`src/rtl/mod_n_tick_counter.sv`:
```
// -----------------------------------------------------------------------------
// mod_n_tick_counter
//
// Parametrised modulo-N counter for one digit stage of the alarm/clock
// datapath. Runs from a single clock. An internal prescaler produces a
// one-cycle tick enable every TICK_DIV enabled cycles. The counter
// auto-steps up on that tick or on a cascade pulse from a lower stage. It
// also takes edge-detected manual up/down steps, a hold, and a saturating
// synchronous load. Registered carry and borrow pulses mark wraps, so digit
// stages can be chained through carry -> cascade_in.
//
// Parameters
//   WIDTH       width of count / load_value (2**WIDTH >= MODULUS)
//   MODULUS     count range 0..MODULUS-1 (>= 2)
//   TICK_DIV    clk cycles per auto tick (>= 1; 1 = tick every enabled cycle)
//   RESET_VALUE count after reset (< MODULUS)
//
// Ports
//   clk         system clock, rising edge
//   rst         asynchronous active-high reset
//   en          enables prescaler and auto counting
//   hold        freezes count against auto/manual steps (load still acts)
//   count_up    manual increment, rising-edge detected
//   count_down  manual decrement, rising-edge detected
//   load        synchronous load strobe
//   load_value  value to load (saturated to MODULUS-1)
//   cascade_in  step-up pulse from a lower stage (auto step)
//   count       current value
//   carry       one-cycle pulse on an up-wrap MODULUS-1 -> 0
//   borrow      one-cycle pulse on a down-wrap 0 -> MODULUS-1
//   tick        one-cycle registered prescaler tick
// -----------------------------------------------------------------------------
module mod_n_tick_counter #(
  parameter int WIDTH       = 4,
  parameter int MODULUS     = 10,
  parameter int TICK_DIV    = 100000000,
  parameter int RESET_VALUE = 0
) (
  input  logic             clk,
  input  logic             rst,
  input  logic             en,
  input  logic             hold,
  input  logic             count_up,
  input  logic             count_down,
  input  logic             load,
  input  logic [WIDTH-1:0] load_value,
  input  logic             cascade_in,
  output logic [WIDTH-1:0] count,
  output logic             carry,
  output logic             borrow,
  output logic             tick
);

  // The prescaler needs at least one bit, even when TICK_DIV is 1.
  localparam int PW = (TICK_DIV > 1) ? $clog2(TICK_DIV) : 1;

  localparam logic [PW-1:0]    PRE_LAST = PW'(TICK_DIV - 1);
  localparam logic [WIDTH-1:0] CNT_MAX  = WIDTH'(MODULUS - 1);
  localparam logic [WIDTH-1:0] CNT_RST  = WIDTH'(RESET_VALUE);

  typedef enum logic [1:0] {
    STEP_NONE,
    STEP_UP,
    STEP_DOWN
  } step_t;

  logic [PW-1:0]    prescaler;
  logic             tick_int;
  logic             up_q;
  logic             down_q;
  logic             up_edge;
  logic             down_edge;
  step_t            step;
  logic [WIDTH-1:0] count_next;
  logic             carry_next;
  logic             borrow_next;

  assign tick_int  = en && (prescaler == PRE_LAST);
  assign up_edge   = count_up & ~up_q;
  assign down_edge = count_down & ~down_q;

  // NOTE: sequential state uses non-blocking assignments, so every register
  // samples the values from before the edge, whatever order the blocks run in.
  always_ff @(posedge clk or posedge rst) begin
    if (rst) begin
      prescaler <= '0;
    end else if (en) begin
      prescaler <= tick_int ? '0 : prescaler + PW'(1);
    end
  end

  // The edge history follows the raw inputs every cycle, even under hold or
  // with en low. A press made while frozen is therefore not replayed later.
  always_ff @(posedge clk or posedge rst) begin
    if (rst) begin
      up_q   <= 1'b0;
      down_q <= 1'b0;
    end else begin
      up_q   <= count_up;
      down_q <= count_down;
    end
  end

  // NOTE: every output of this block gets a default first, so no path through
  // the if/case leaves a variable unassigned and no latch is inferred.
  always_comb begin
    step        = STEP_NONE;
    count_next  = count;
    carry_next  = 1'b0;
    borrow_next = 1'b0;

    if (load) begin
      // An out-of-range load saturates at the top of the range.
      count_next = (load_value <= CNT_MAX) ? load_value : CNT_MAX;
    end else if (!hold) begin
      if (up_edge ^ down_edge) begin
        // A manual step uses up any tick in the same cycle. That tick is
        // dropped, not deferred.
        step = up_edge ? STEP_UP : STEP_DOWN;
      end else if (!up_edge && !down_edge && en && (tick_int || cascade_in)) begin
        step = STEP_UP;
      end
    end

    // The wraps compare against MODULUS-1 explicitly. The counter never relies
    // on 2**WIDTH overflow, which only matches when MODULUS is a power of two.
    case (step)
      STEP_UP: begin
        if (count == CNT_MAX) begin
          count_next = '0;
          carry_next = 1'b1;
        end else begin
          count_next = count + WIDTH'(1);
        end
      end
      STEP_DOWN: begin
        if (count == '0) begin
          count_next  = CNT_MAX;
          borrow_next = 1'b1;
        end else begin
          count_next = count - WIDTH'(1);
        end
      end
      default: ;
    endcase
  end

  // carry and borrow are registered with count, so a pulse shows in the same
  // cycle as the wrapped value.
  always_ff @(posedge clk or posedge rst) begin
    if (rst) begin
      count  <= CNT_RST;
      carry  <= 1'b0;
      borrow <= 1'b0;
      tick   <= 1'b0;
    end else begin
      count  <= count_next;
      carry  <= carry_next;
      borrow <= borrow_next;
      tick   <= tick_int;
    end
  end

endmodule

```
`config.mk`:
```
export PLATFORM = sky130hd
export DESIGN_NAME = mod_n_tick_counter
export DESIGN_NICKNAME = d
export VERILOG_FILES = /design/src/rtl/mod_n_tick_counter.sv
export SDC_FILE = /design/constraint.sdc
export NUM_CORES = 1
export LEC_CHECK = 0
export CELL_PAD_IN_SITES_DETAIL_PLACEMENT = 1
export CELL_PAD_IN_SITES_GLOBAL_PLACEMENT = 2
export CORE_UTILIZATION = 32
export DETAILED_ROUTE_END_ITERATION = 10
export PLACE_DENSITY = 0.74
export SLEW_MARGIN = 20
export SYNTH_ARGS = -nofsm -noshare
export SYNTH_HDL_FRONTEND = slang
export SYNTH_SLANG_ARGS = --single-unit
```
`constraint.sdc`:
```
create_clock -name clk -period 2.96 [get_ports clk]
set_clock_uncertainty 0.2 [all_clocks]
set_input_delay 0.444 -clock clk [delete_from_list [all_inputs] [get_ports clk]]
set_output_delay 0.444 -clock clk [all_outputs]
set_load 0.05 [all_outputs]
```
==> metrics.txt <==
# TYPE chip_impl_metric gauge
chip_impl_metric{name="postSynthCellCount",unit=""} 226
chip_impl_info{name="kind_of_end_point_of_the_critical_path",value="flop"} 1
chip_impl_metric{name="num_rows",unit=""} 29
chip_impl_metric{name="cts_max_level",unit=""} 2
chip_impl_metric{name="max-clock-path-buffers",unit=""} 2
chip_impl_metric{name="route.detailed.drc",unit=""} 0
chip_impl_metric{name="critical_path_buf_inv_count",unit=""} 0
chip_impl_metric{name="finalCriticalPeriod",unit="ns"} 2.79
chip_impl_metric{name="gr-total-overflow",unit=""} 0
chip_impl_info{name="min-delay-path-class",value="reg2reg"} 1
chip_impl_metric{name="synthToLayoutAreaGrowth",unit="%"} 23.9
chip_impl_metric{name="wl_per_cell",unit="µm"} 15.3
chip_impl_metric{name="starting_utilization_of_the_core_area",unit=""} 0.330
chip_impl_metric{name="cts-buffers-inserted",unit=""} 5
chip_impl_metric{name="io_buffer_count",unit=""} 18
chip_impl_metric{name="fin_ws",unit="ns"} 0.168
chip_impl_metric{name="postSynthNetCount",unit=""} 246
chip_impl_metric{name="die_area",unit="mm²"} 0.00683
chip_impl_metric{name="postRouteWirelength",unit="µm"} 5220
chip_impl_metric{name="core_area",unit="mm²"} 0.00631
chip_impl_metric{name="chipHeight",unit="µm"} 82.7
chip_impl_metric{name="synth.distinct_cells",unit=""} 46
chip_impl_info{name="timing_worst_setup_path_type",value="reg2reg"} 1
chip_impl_metric{name="worstSkewPairLatency",unit="ns"} 0.29
chip_impl_metric{name="num_antenna_cells",unit=""} 0
chip_impl_metric{name="postLayoutCoreUtil",unit=""} 0.408
chip_impl_metric{name="antenna_found_initial",unit=""} 0
chip_impl_metric{name="cts_post_setup_buffers_inserted",unit=""} 0
chip_impl_info{name="worst_setup_path_start_kind",value="flop"} 1
chip_impl_metric{name="worstPathArrival",unit="ns"} 2.83
chip_impl_metric{name="grt_start_max_net_pins",unit=""} 37
chip_impl_metric{name="synth_sequential_area_ratio",unit=""} 0.433
chip_impl_metric{name="drtIter0Drc",unit=""} 89
chip_impl_metric{name="drive_above_1_share",unit=""} 0.148
chip_impl_metric{name="p_leak",unit="nW"} 1.07
chip_impl_metric{name="pre_cts_slack",unit="ns"} -0.151
chip_impl_info{name="cell_type_with_the_highest_occurrence_count_on_the_critical_path",value="sky130_fd_sc_hd__o31ai_1"} 1
chip_impl_metric{name="synth-async-reset-ratio",unit=""} 1.00
chip_impl_info{name="cts_root_buf",value="sky130_fd_sc_hd__clkbuf_8"} 1
chip_impl_metric{name="num-fill-cells",unit=""} 776
chip_impl_metric{name="layout.area.seq",unit="µm²"} 901
chip_impl_metric{name="slew_headroom",unit=""} 0.555
chip_impl_info{name="tritoncts",value="done"} 1
chip_impl_metric{name="pin_count",unit=""} 19
chip_impl_info{name="synth_top_flop_cell",value="sky130_fd_sc_hd__dfrtp_1"} 1
chip_impl_metric{name="synthesized_area_divided_by_synthesized_cell_count",unit="µm²"} 9.21
chip_impl_metric{name="worst_ir_drop_on_vdd",unit="mV"} 0.441
chip_impl_metric{name="multi_input_comb_area",unit="mm²"} 0.00112
chip_impl_info{name="grt_setup_unrepaired",value="false"} 1
chip_impl_info{name="critical-path-slowest-cell",value="sky130_fd_sc_hd__or4b_4"} 1
chip_impl_metric{name="wire_length_of_the_first_global_routing_pass",unit="µm"} 8590
chip_impl_metric{name="maxCapViolCount",unit=""} 0
chip_impl_info{name="critPathTopFamily",value="simple AND/OR/NAND/NOR gates"} 1
chip_impl_metric{name="first_global_vias",unit=""} 1785
chip_impl_metric{name="routabilityCongestion",unit=""} 0.773
chip_impl_metric{name="netlist_area",unit="mm²"} 0.00208
chip_impl_metric{name="detail_route.first_pass.iterations",unit=""} 4
chip_impl_metric{name="worst_pin_slew",unit="ns"} 0.661
chip_impl_info{name="outcome",value="finished clean"} 1
chip_impl_metric{name="die_x",unit="µm"} 82.7
chip_impl_metric{name="layout_worst_path_cycle_share",unit=""} 0.943
chip_impl_metric{name="grt_util_all_layers",unit=""} 0.169
chip_impl_metric{name="vias",unit=""} 1790
chip_impl_metric{name="dp_hpwl",unit="µm"} 3810
chip_impl_metric{name="finalHoldViolations",unit=""} 0
chip_impl_metric{name="cts.hold.buffers_added",unit=""} 0
chip_impl_metric{name="numClockSinks",unit=""} 36
chip_impl_metric{name="slowest_delay",unit="ns"} 0.54
chip_impl_metric{name="ant_nets",unit=""} 0
chip_impl_info{name="timing.critical_path.cells",value="or4b_4 -> nor2_4 -> and3_4 -> nor2_2 -> o31ai_1 -> ha_2 -> and2_1 -> nor2_1 -> o31ai_1 -> mux2_2"} 1
chip_impl_metric{name="post_drt_via_cell_ratio",unit=""} 5.25
chip_impl_metric{name="total_setup_violations_reported_at_the_end_of_the_flow",unit=""} 0
chip_impl_metric{name="yosysWarningCount",unit=""} 0
chip_impl_metric{name="maxSlewViolCount",unit=""} 0
chip_impl_metric{name="final_net_count",unit=""} 283
chip_impl_metric{name="maxClockFrequency",unit="MHz"} 358
chip_impl_metric{name="critical_path_required",unit="ns"} 3.00
chip_impl_metric{name="finalSetupTns",unit="ns"} 0
chip_impl_metric{name="clk_transition_reported_paths",unit="ns"} 0.08
chip_impl_metric{name="power_density_of_the_placed_cells",unit="mW/mm²"} 471
chip_impl_metric{name="crit_fanout",unit=""} 5
chip_impl_metric{name="synth-edff-count",unit=""} 0
chip_impl_metric{name="synth.ff_latch_count",unit=""} 36
## Yosys cell counts (4+ instances only)
cell                       instances  share of area
sky130_fd_sc_hd__a21oi_1           5          0.012
sky130_fd_sc_hd__dfrtp_1          36           0.43
sky130_fd_sc_hd__ha_1              8          0.048
sky130_fd_sc_hd__inv_1            13          0.023
sky130_fd_sc_hd__nand2_1          17          0.031
sky130_fd_sc_hd__nand2b_1          4          0.012
sky130_fd_sc_hd__nand3_1          17          0.041
sky130_fd_sc_hd__nand4_1           9          0.027
sky130_fd_sc_hd__nor2_1           25          0.045
sky130_fd_sc_hd__nor3_1            5          0.012
sky130_fd_sc_hd__o21ai_0          11          0.026
sky130_fd_sc_hd__o31ai_1           5          0.018
sky130_fd_sc_hd__xnor2_1           9          0.038
sky130_fd_sc_hd__xor2_1            7          0.029
## per-stage QoR
step           hold slack (ns)  instances  power (W)  cell area (µm²)
2_1_floorplan            0.261        226   0.000763             2090
3_3_place_gp             0.287        333   0.000840             2470
3_5_place_dp             0.301        333   0.000847             2470
4_1_cts                  0.315        341    0.00123             2560
5_1_grt                  0.348        341    0.00129             2580
6_report                 0.304        341    0.00122             2580
## timing repair
item                                    4_1_cts  5_1_grt
endpoints found under the hold margin         0        0
gates resized for setup                       0        4
endpoints found under the setup margin        0        3
## worst register-to-register path: stages (launching register included)
cell,delay [ns]
sky130_fd_sc_hd__dfrtp_1,0.43
sky130_fd_sc_hd__or4b_4,0.54
sky130_fd_sc_hd__nor2_4,0.15
sky130_fd_sc_hd__and3_4,0.21
sky130_fd_sc_hd__nor2_2,0.04
sky130_fd_sc_hd__o31ai_1,0.23
sky130_fd_sc_hd__ha_2,0.27
sky130_fd_sc_hd__and2_1,0.19
sky130_fd_sc_hd__nor2_1,0.06
sky130_fd_sc_hd__o31ai_1,0.23
sky130_fd_sc_hd__mux2_2,0.18
## registers in the layout (all words and copies together), names as in the netlist
| register | cells |
|---|---|
| borrow | 1 |
| carry | 1 |
| count | 4 |
| down_q | 1 |
| prescaler | 27 |
| tick | 1 |
| up_q | 1 |
## worst paths after layout
kind                                from       endpoint  slack (ns)  cells after the start
max in group asynchronous            rst  prescaler[26]        1.84                      3
setup reg to reg           prescaler[25]       count[0]        0.17                     10
min in group asynchronous            rst          carry        0.37                      3
setup / recovery           prescaler[25]       count[0]        0.17                     10
hold / removal              prescaler[4]   prescaler[4]        0.30                      1
hold reg to reg             prescaler[4]   prescaler[4]        0.30                      1
## kinds of logic (layout without fill, tap and decap cells)
kind of cell / Yosys count / in the layout / synth area share
compound gates: 40 / 40 / 0.123
xor+xnor: 16 / 16 / 0.0673
simple gates: 102 / 102 / 0.267
fa+ha+maj: 8 / 8 / 0.0481
mux: 4 / 4 / 0.0210
flops: 36 / 36 / 0.433
buf+inv: 20 / 58 / 0.0415
## layout by cell type (no fill, tap or decap), drive strengths merged, types with 2 or more instances in the layout
| cell | n |
|---|---|
| a21oi | 5 |
| nor2 | 27 |
| a21o | 2 |
| inv | 13 |
| nand2b | 4 |
| a221oi | 2 |
| clkdlybuf4s50 | 18 |
| nor4 | 3 |
| ha | 8 |
| a31oi | 2 |
| o31ai | 5 |
| and2 | 3 |
| and4 | 3 |
| xor2 | 7 |
| nand2 | 17 |
| nand4 | 9 |
| nand3b | 2 |
| buf | 19 |
| or4 | 3 |
| o21ai | 14 |
| nor3 | 5 |
| clkbuf | 7 |
| nand3 | 17 |
| xnor2 | 9 |
| mux2 | 3 |
| dfrtp | 36 |
| and3 | 2 |
| or3 | 3 |
| a22oi | 3 |
## power by group
part	total, W	internal, W	leakage [nW]	switching (W)
Clock	0.000379	0.000189	0.0445	0.000190
Sequential	0.000610	0.000545	0.460	0.0000650
Combinational	0.000227	0.000107	0.570	0.000119
Total	0.00122	0.000841	1.07	0.000374
## per-layer routing
layer / part of all wire / vias up / global-route usage
met2: 0.47 / 21 / 0.280
met4: 0.0098 / 0 / 0.0466
li1: - / 886 / -
met5: 0 / - / 0
met1: 0.50 / 877 / 0.220
met3: 0.022 / 6 / 0.0363
## layout make-up
type | count | share of cell area
timing repair buffer | 37 | 0.125
inverter | 13 | 0.0189
clock buffer | 7 | 0.0335
clock inverter | 1 | 0.00291
multi-input combinational | 170 | 0.433
tap | 77 | 0.0374
sequential | 36 | 0.349
Note: power is estimated with default switching activity, not from simulation.
